<file path="config.mk">
export PLATFORM = sky130hd
export DESIGN_NAME = hex_display_scanner
export DESIGN_NICKNAME = d
export VERILOG_FILES = /design/src/rtl/hex_display_scanner.sv
export SDC_FILE = /design/constraint.sdc
export NUM_CORES = 1
export LEC_CHECK = 0
export CAP_MARGIN = 15
export CORE_MARGIN = 2
export CORE_UTILIZATION = 59
export CTS_BUF_LIST = sky130_fd_sc_hd__clkbuf_2 sky130_fd_sc_hd__clkbuf_4 sky130_fd_sc_hd__clkbuf_8
export DETAILED_ROUTE_END_ITERATION = 10
export GPL_ROUTABILITY_DRIVEN = 0
export PLACE_DENSITY = 0.83
export SETUP_SLACK_MARGIN = 0.4
export SKIP_CTS_REPAIR_TIMING = 1
export SLEW_MARGIN = 5
export SYNTH_ARGS = -nofsm -noshare
export SYNTH_HDL_FRONTEND = slang
export SYNTH_SLANG_ARGS = --single-unit
</file>
<file path="constraint.sdc">
create_clock -name clk -period 3 [get_ports clk]
set_input_delay 0.9 -clock clk [delete_from_list [all_inputs] [get_ports clk]]
set_output_delay 0.9 -clock clk [all_outputs]
set_load 0.02 [all_outputs]
</file>
<file path="src/rtl/hex_display_scanner.sv">
// hex_display_scanner
//   Time-multiplexed driver for an N-digit common-anode seven-segment display.
//   Each digit slot is PRESCALE cycles: BLANK_CYCLES with all anodes off (the
//   external decoder settles on nibble_out meanwhile), then the selected anode
//   is driven low for the rest of the slot. New values are staged in a pending
//   register and only committed at the frame boundary, so a frame never tears.
//
//   Optional feature macro: HEXDISP_LZB_EN (leading-zero blanking).
//
// Ports
//   clk, rst_n   : clock, asynchronous active-low reset
//   value_in     : hex value, nibble k -> digit k (digit 0 least significant)
//   dp_in        : per-digit decimal point request, active-high
//   load         : one-cycle strobe capturing value_in/dp_in
//   nibble_out   : current digit nibble, to the external decoder
//   seg_in       : decoder output, active-low {dp, g..a}
//   seg_out      : registered active-low segment drive
//   digit_an     : registered active-low anode enables
//   frame_done   : one-cycle pulse at the start of each new frame
module hex_display_scanner #(
  parameter int NUM_DIGITS   = 4,
  parameter int PRESCALE     = 12000,
  parameter int BLANK_CYCLES = 64
) (
  input  logic                    clk,
  input  logic                    rst_n,
  input  logic [4*NUM_DIGITS-1:0] value_in,
  input  logic [NUM_DIGITS-1:0]   dp_in,
  input  logic                    load,
  output logic [3:0]              nibble_out,
  input  logic [7:0]              seg_in,
  output logic [7:0]              seg_out,
  output logic [NUM_DIGITS-1:0]   digit_an,
  output logic                    frame_done
);

  localparam int CNT_W = (PRESCALE > 1) ? $clog2(PRESCALE) : 1;
  localparam int IDX_W = (NUM_DIGITS > 1) ? $clog2(NUM_DIGITS) : 1;

  typedef enum logic {ST_BLANK, ST_ON} state_e;

  state_e                       state_q, state_d;
  logic [CNT_W-1:0]             cnt_q, cnt_d;
  logic [IDX_W-1:0]             idx_q, idx_d;
  logic [NUM_DIGITS-1:0][3:0]   disp_val_q, pend_val_q;
  logic [NUM_DIGITS-1:0]        disp_dp_q, pend_dp_q;
  logic                         pend_vld_q;
  logic [7:0]                   seg_q, seg_d;
  logic [NUM_DIGITS-1:0]        an_q, an_d;
  logic                         fd_q;
  logic                         wrap;
  logic                         show;

  assign nibble_out = disp_val_q[idx_q];
  assign seg_out    = seg_q;
  assign digit_an   = an_q;
  assign frame_done = fd_q;

`ifdef HEXDISP_LZB_EN
  // lz[k]: digit k and every digit above it are zero with no dp requested.
  logic [NUM_DIGITS-1:0] lz, blank;
  genvar k;
  generate
    for (k = 0; k < NUM_DIGITS; k++) begin : g_lz
      logic zero_k;
      assign zero_k = (disp_val_q[k] == 4'h0) && !disp_dp_q[k];
      if (k == NUM_DIGITS-1) begin : g_top
        assign lz[k] = zero_k;
      end else begin : g_mid
        assign lz[k] = zero_k && lz[k+1];
      end
      // Digit 0 is always shown so an all-zero value still reads "0".
      if (k == 0) begin : g_d0
        assign blank[k] = 1'b0;
      end else begin : g_dk
        assign blank[k] = lz[k];
      end
    end
  endgenerate
  assign show = !blank[idx_q];
`else
  assign show = 1'b1;
`endif

  always_comb begin
    state_d = state_q;
    cnt_d   = cnt_q + CNT_W'(1);
    idx_d   = idx_q;
    wrap    = 1'b0;
    case (state_q)
      ST_BLANK: begin
        if (cnt_q == CNT_W'(BLANK_CYCLES-1)) state_d = ST_ON;
      end
      ST_ON: begin
        if (cnt_q == CNT_W'(PRESCALE-1)) begin
          state_d = ST_BLANK;
          cnt_d   = '0;
          if (idx_q == IDX_W'(NUM_DIGITS-1)) begin
            idx_d = '0;
            wrap  = 1'b1;
          end else begin
            idx_d = idx_q + IDX_W'(1);
          end
        end
      end
      default: begin
        state_d = ST_BLANK;
        cnt_d   = '0;
      end
    endcase

    // Outputs are registered from the next state so they line up with state_q.
    // idx is unchanged whenever the next state is ON.
    seg_d = 8'hFF;
    an_d  = '1;
    if (state_d == ST_ON && show) begin
      an_d[idx_q] = 1'b0;
      seg_d       = seg_in;
      if (disp_dp_q[idx_q]) seg_d[7] = 1'b0;
    end
  end

  always_ff @(posedge clk or negedge rst_n) begin
    if (!rst_n) begin
      state_q    <= ST_BLANK;
      cnt_q      <= '0;
      idx_q      <= '0;
      disp_val_q <= '0;
      disp_dp_q  <= '0;
      pend_val_q <= '0;
      pend_dp_q  <= '0;
      pend_vld_q <= 1'b0;
      seg_q      <= 8'hFF;
      an_q       <= '1;
      fd_q       <= 1'b0;
    end else begin
      state_q <= state_d;
      cnt_q   <= cnt_d;
      idx_q   <= idx_d;
      seg_q   <= seg_d;
      an_q    <= an_d;
      fd_q    <= wrap;
      if (load) begin
        pend_val_q <= value_in;
        pend_dp_q  <= dp_in;
      end
      if (wrap) begin
        // A load landing on the boundary itself is newer than anything pending.
        pend_vld_q <= 1'b0;
        if (load) begin
          disp_val_q <= value_in;
          disp_dp_q  <= dp_in;
        end else if (pend_vld_q) begin
          disp_val_q <= pend_val_q;
          disp_dp_q  <= pend_dp_q;
        end
      end else if (load) begin
        pend_vld_q <= 1'b1;
      end
    end
  end

endmodule

</file>
==> out/qor_table.md <==
| Group | Metric | This run |
|---|---|---|
| drt | Average vias per placed instance | 5.42 |
| setup path | Crit-path slowest cell | mux4_2 |
| sta | Hold Vio Cnt, Final | 0 |
| yosys | Synthesized Nets | 241 |
| yosys | Mapped cell area | 3010 um^2 |
| drt | Number of vias after detailed routing | 1825 |
| die | Initial core utilization | 62.4% |
| yosys | Dominant register cell in the synthesized netlist | dfrtp_1 |
| layout | Final-stage net count | 301 |
| sta | Final number of max-transition violations | 0 |
| global routing | Via count of the first global-routing pass | 1839 |
| sta | Least-Margin Pin Slew | 0.619 ns |
| setup path | Setup Crit Path Kind | register to output pin |
| sta | Final count of negative-setup-slack endpoints | 0 |
| setup path | Endpoint kind of the worst setup timing path | output pin |
| hold path | Worst min-delay path category | register to register |
| die | Total Die Area | 5690 um^2 |
| sta | Hold Slack | 0.490 ns |
| cts | # H-tree levels | 3 |
| yosys | YS warnings | 0 |
| yosys | Library cells used by synthesis | 30 |
| cts | CTS Sinks | 71 |
| global routing | Grt ovf | 0 |
| power and ir drop | Leak pwr | 1.81 nW |
| drt | Total wire length | 5.58 mm |
| global routing | Maximum number of pins on one net before global-route repair | 47 |
| place | Area after DPL | 3560 um^2 |
| layout | Antenna Cells | 0 |
| setup path | CP max FO | 7 |
| flow run | Max-capacitance violation count | 0 |
| sta | Worst setup skew after layout | 0.00839 ns |
| yosys | Part of the Yosys area used for sequential elements | 59.6% |
| die | Chip width | 75.4 um |
| status | Outcome | complete, no violations |
| layout | Total non-filler cell area in the finished layout | 3860 um^2 |
| sta | Highest Clock Rate | 389 MHz |
| global routing | Overall global routing resource usage | 22.0% |
| setup path | Kind of launch point of the worst setup path | register |
| place | Total half-perimeter wirelength after legalization and detailed placement | 3.79 mm |
| sta | Unrepaired setup endpoints after global routing | yes |
| yosys | Cells taking the most area after synthesis | dfrtp_1 49%, dfstp_2 10%, mux2_4 10% |
| place | Placed Cells | 316 |
| setup path | Critical path cell sequence | buf_4, mux4_2, dlymetal6s2s_1 |
| cts | Buffers from clock root to sink, at most | 2 |
| power and ir drop | Power Density | 529 nW/um^2 |
| sta | Setup_tns | 0 ns |
| setup path | Required time reported for the critical path endpoint | 2.10 ns |
| cts | Clock latency reported for the late side of the worst-skew pair | 0.34 ns |
| yosys | Cell type contributing the most total cell area after synthesis | dfrtp_1 |
| setup path | Worst path arrival time | 1.67 ns |
| power and ir drop | PnR Total Power | 2.04 mW |
| die | Core area | 4820 um^2 |
| layout | Layout-stage area growth over the synthesis result | 28.5% |
| global routing | Wire length of the first global-routing pass | 8.96 mm |
| sta | Normalized max-slew margin | 58.7% |
| layout | Utilization after layout | 80.2% |
| die | Vertical die dimension | 75.4 um |
| place | Number of port buffers | 47 |
| yosys | Synthesized netlist cell count | 205 |
| cts | Clock tree from TritonCTS | yes |
| yosys | Post-synth EDFFs | 0 |
| cts | TritonCTS Buffers | 9 |
| die | Count of boundary I/O pins | 48 |
| yosys | FF+latch count, synth | 71 |
| layout | Fraction of layout cells with a size suffix above 1 | 32.2% |
| place | Place WS | 0.356 ns |
| cts | Clock transition time at the flip-flop clock pins of the worst setup and hold paths | 0.07 ns |
| global routing | Number of antenna violations at the first check in global routing | 0 |
| power and ir drop | IR Drop Worst-Case VDD | 0.358 mV |
| sta | Setup slack after layout | 0.430 ns |
| hold path | Min-Delay Startpoint | cnt_q[0]$_DFF_PN0_ |
| cts | Clock root buffer | clkbuf_8 |
| setup path | Setup crit start | idx_q[0]$_DFFE_PN0P_ |
| sta | Final period utilization | 85.7% |
| die | Number of cell rows | 25 |
| sta | Minimum clock period after layout | 2.57 ns |
| drt | Antenna Violating Nets Remaining | 0 |
| yosys | Post-Syn Area per Cell | 14.7 um^2 |
| drt | Drc violations | 0 |
| yosys | Ys async rst share | 100% |
| setup path | RR Startpoint | cnt_q[0]$_DFF_PN0_ |
| drt | Iteration-0 DRC count of the detailed router | 76 |
| setup path | Biggest cell delay along the critical path | 0.50 ns |
| yosys | Area share of the leading cell type in the synthesized netlist | 49.1% |
| drt | DR WL/cell | 16.6 um |
| layout | Non-filler cells, final | 337 |
| drt | First-pass detailed-route iteration total | 4 |
layout make-up:
| cell class | instances | area, um^2 |
|---|---|---|
| timing repair buffer | 57 | 563 |
| multi-input combinational | 123 | 1160 |
| tap | 67 | 83.8 |
| sequential | 71 | 1790 |
| inverter | 3 | 11.3 |
| clock buffer | 11 | 151 |
| clock inverter | 5 | 104 |
| fill | 300 | 952 |
cell usage after synthesis (5+ instances only):
cell type and count:
ha_1 5, nand2_1 9, dfrtp_1 59, dfstp_2 12, or3_1 8, nand3_1 5
mux2_4 20, nor2_1 11, mux4_2 5, clkbuf_1 5, nand4_1 6, nor4_1 5
xor2_1 8, mux2_2 20
cell families (layout without fill, tap and decap cells):
group	after synthesis	in the layout	share of synthesized area (%)
buffers and inverters	11	76	1.91
AO/OA/AOI/OAI	5	5	1.04
XOR/XNOR	11	11	3.20
adder cells (fa/ha/maj)	5	5	2.08
multiplexers	45	45	21.2
flip-flops	71	71	59.6
AND/OR/NAND/NOR	57	57	11.0
critical path: cells and delay by family (launching register included):
kind | cells | cell delay (ns)
DFF | 1 | 0.47
muxes | 1 | 0.50
buffers and inverters | 2 | 0.37
power by group:
part | leakage (nW) | internal (mW) | switching [mW] | total (mW)
combinational | 0.801 | 0.0630 | 0.0451 | 0.108
clock | 0.130 | 0.598 | 0.348 | 0.946
sequential | 0.884 | 0.984 | 0.00688 | 0.991
total | 1.81 | 1.64 | 0.400 | 2.04
routing by layer:
| metal | up-vias | track usage, % | part of all wire (%) |
|---|---|---|---|
| met4 | 0 | 10.9 | 2.0 |
| met2 | 41 | 34.3 | 49 |
| met5 | - | 0 | 0 |
| li1 | 854 | - | - |
| met3 | 11 | 4.23 | 3.3 |
| met1 | 919 | 29.9 | 45 |
flip-flops by register name, indices dropped and copies added (netlist names):
register / count
disp_val_q: 16
idx_q: 2
cnt_q: 14
seg_out: 8
pend_val_q: 16
disp_dp_q: 4
pend_dp_q: 4
state_q: 1
digit_an: 4
frame_done: 1
pend_vld_q: 1
layout by cell type, fill, tap and decap left out, types with 2 or more instances in the layout:
| cell type | instances |
|---|---|
| dfstp_2 | 12 |
| or3_1 | 8 |
| nand2_1 | 9 |
| dfrtp_1 | 58 |
| dlymetal6s2s_1 | 4 |
| clkbuf_8 | 11 |
| ha_1 | 5 |
| o21ai_0 | 3 |
| bufinv_16 | 3 |
| nor4_1 | 5 |
| nand3b_1 | 2 |
| mux4_2 | 5 |
| and3_1 | 2 |
| nand4_1 | 6 |
| xor2_1 | 8 |
| and2_1 | 3 |
| clkdlybuf4s50_1 | 42 |
| nor2_1 | 11 |
| nand3_1 | 5 |
| buf_4 | 9 |
| mux2_2 | 20 |
| mux2_4 | 20 |
| xnor2_1 | 3 |
| inv_1 | 3 |
worst paths after layout:
| path | endpoint | slack (ns) | depth (start not counted) |
|---|---|---|---|
| max reg2reg | idx_q[0]$_DFFE_PN0P_ | 0.91 | 5 |
| min in group asynchronous | cnt_q[3]$_DFF_PN0_ | 0.57 | 1 |
| min reg2reg | cnt_q[0]$_DFF_PN0_ | 0.49 | 1 |
| min | cnt_q[0]$_DFF_PN0_ | 0.49 | 1 |
| max in group asynchronous | seg_out[0]$_DFF_PN1_ | 1.71 | 2 |
| max | nibble_out[2] | 0.43 | 3 |
Power figures use the tool's default switching activity.
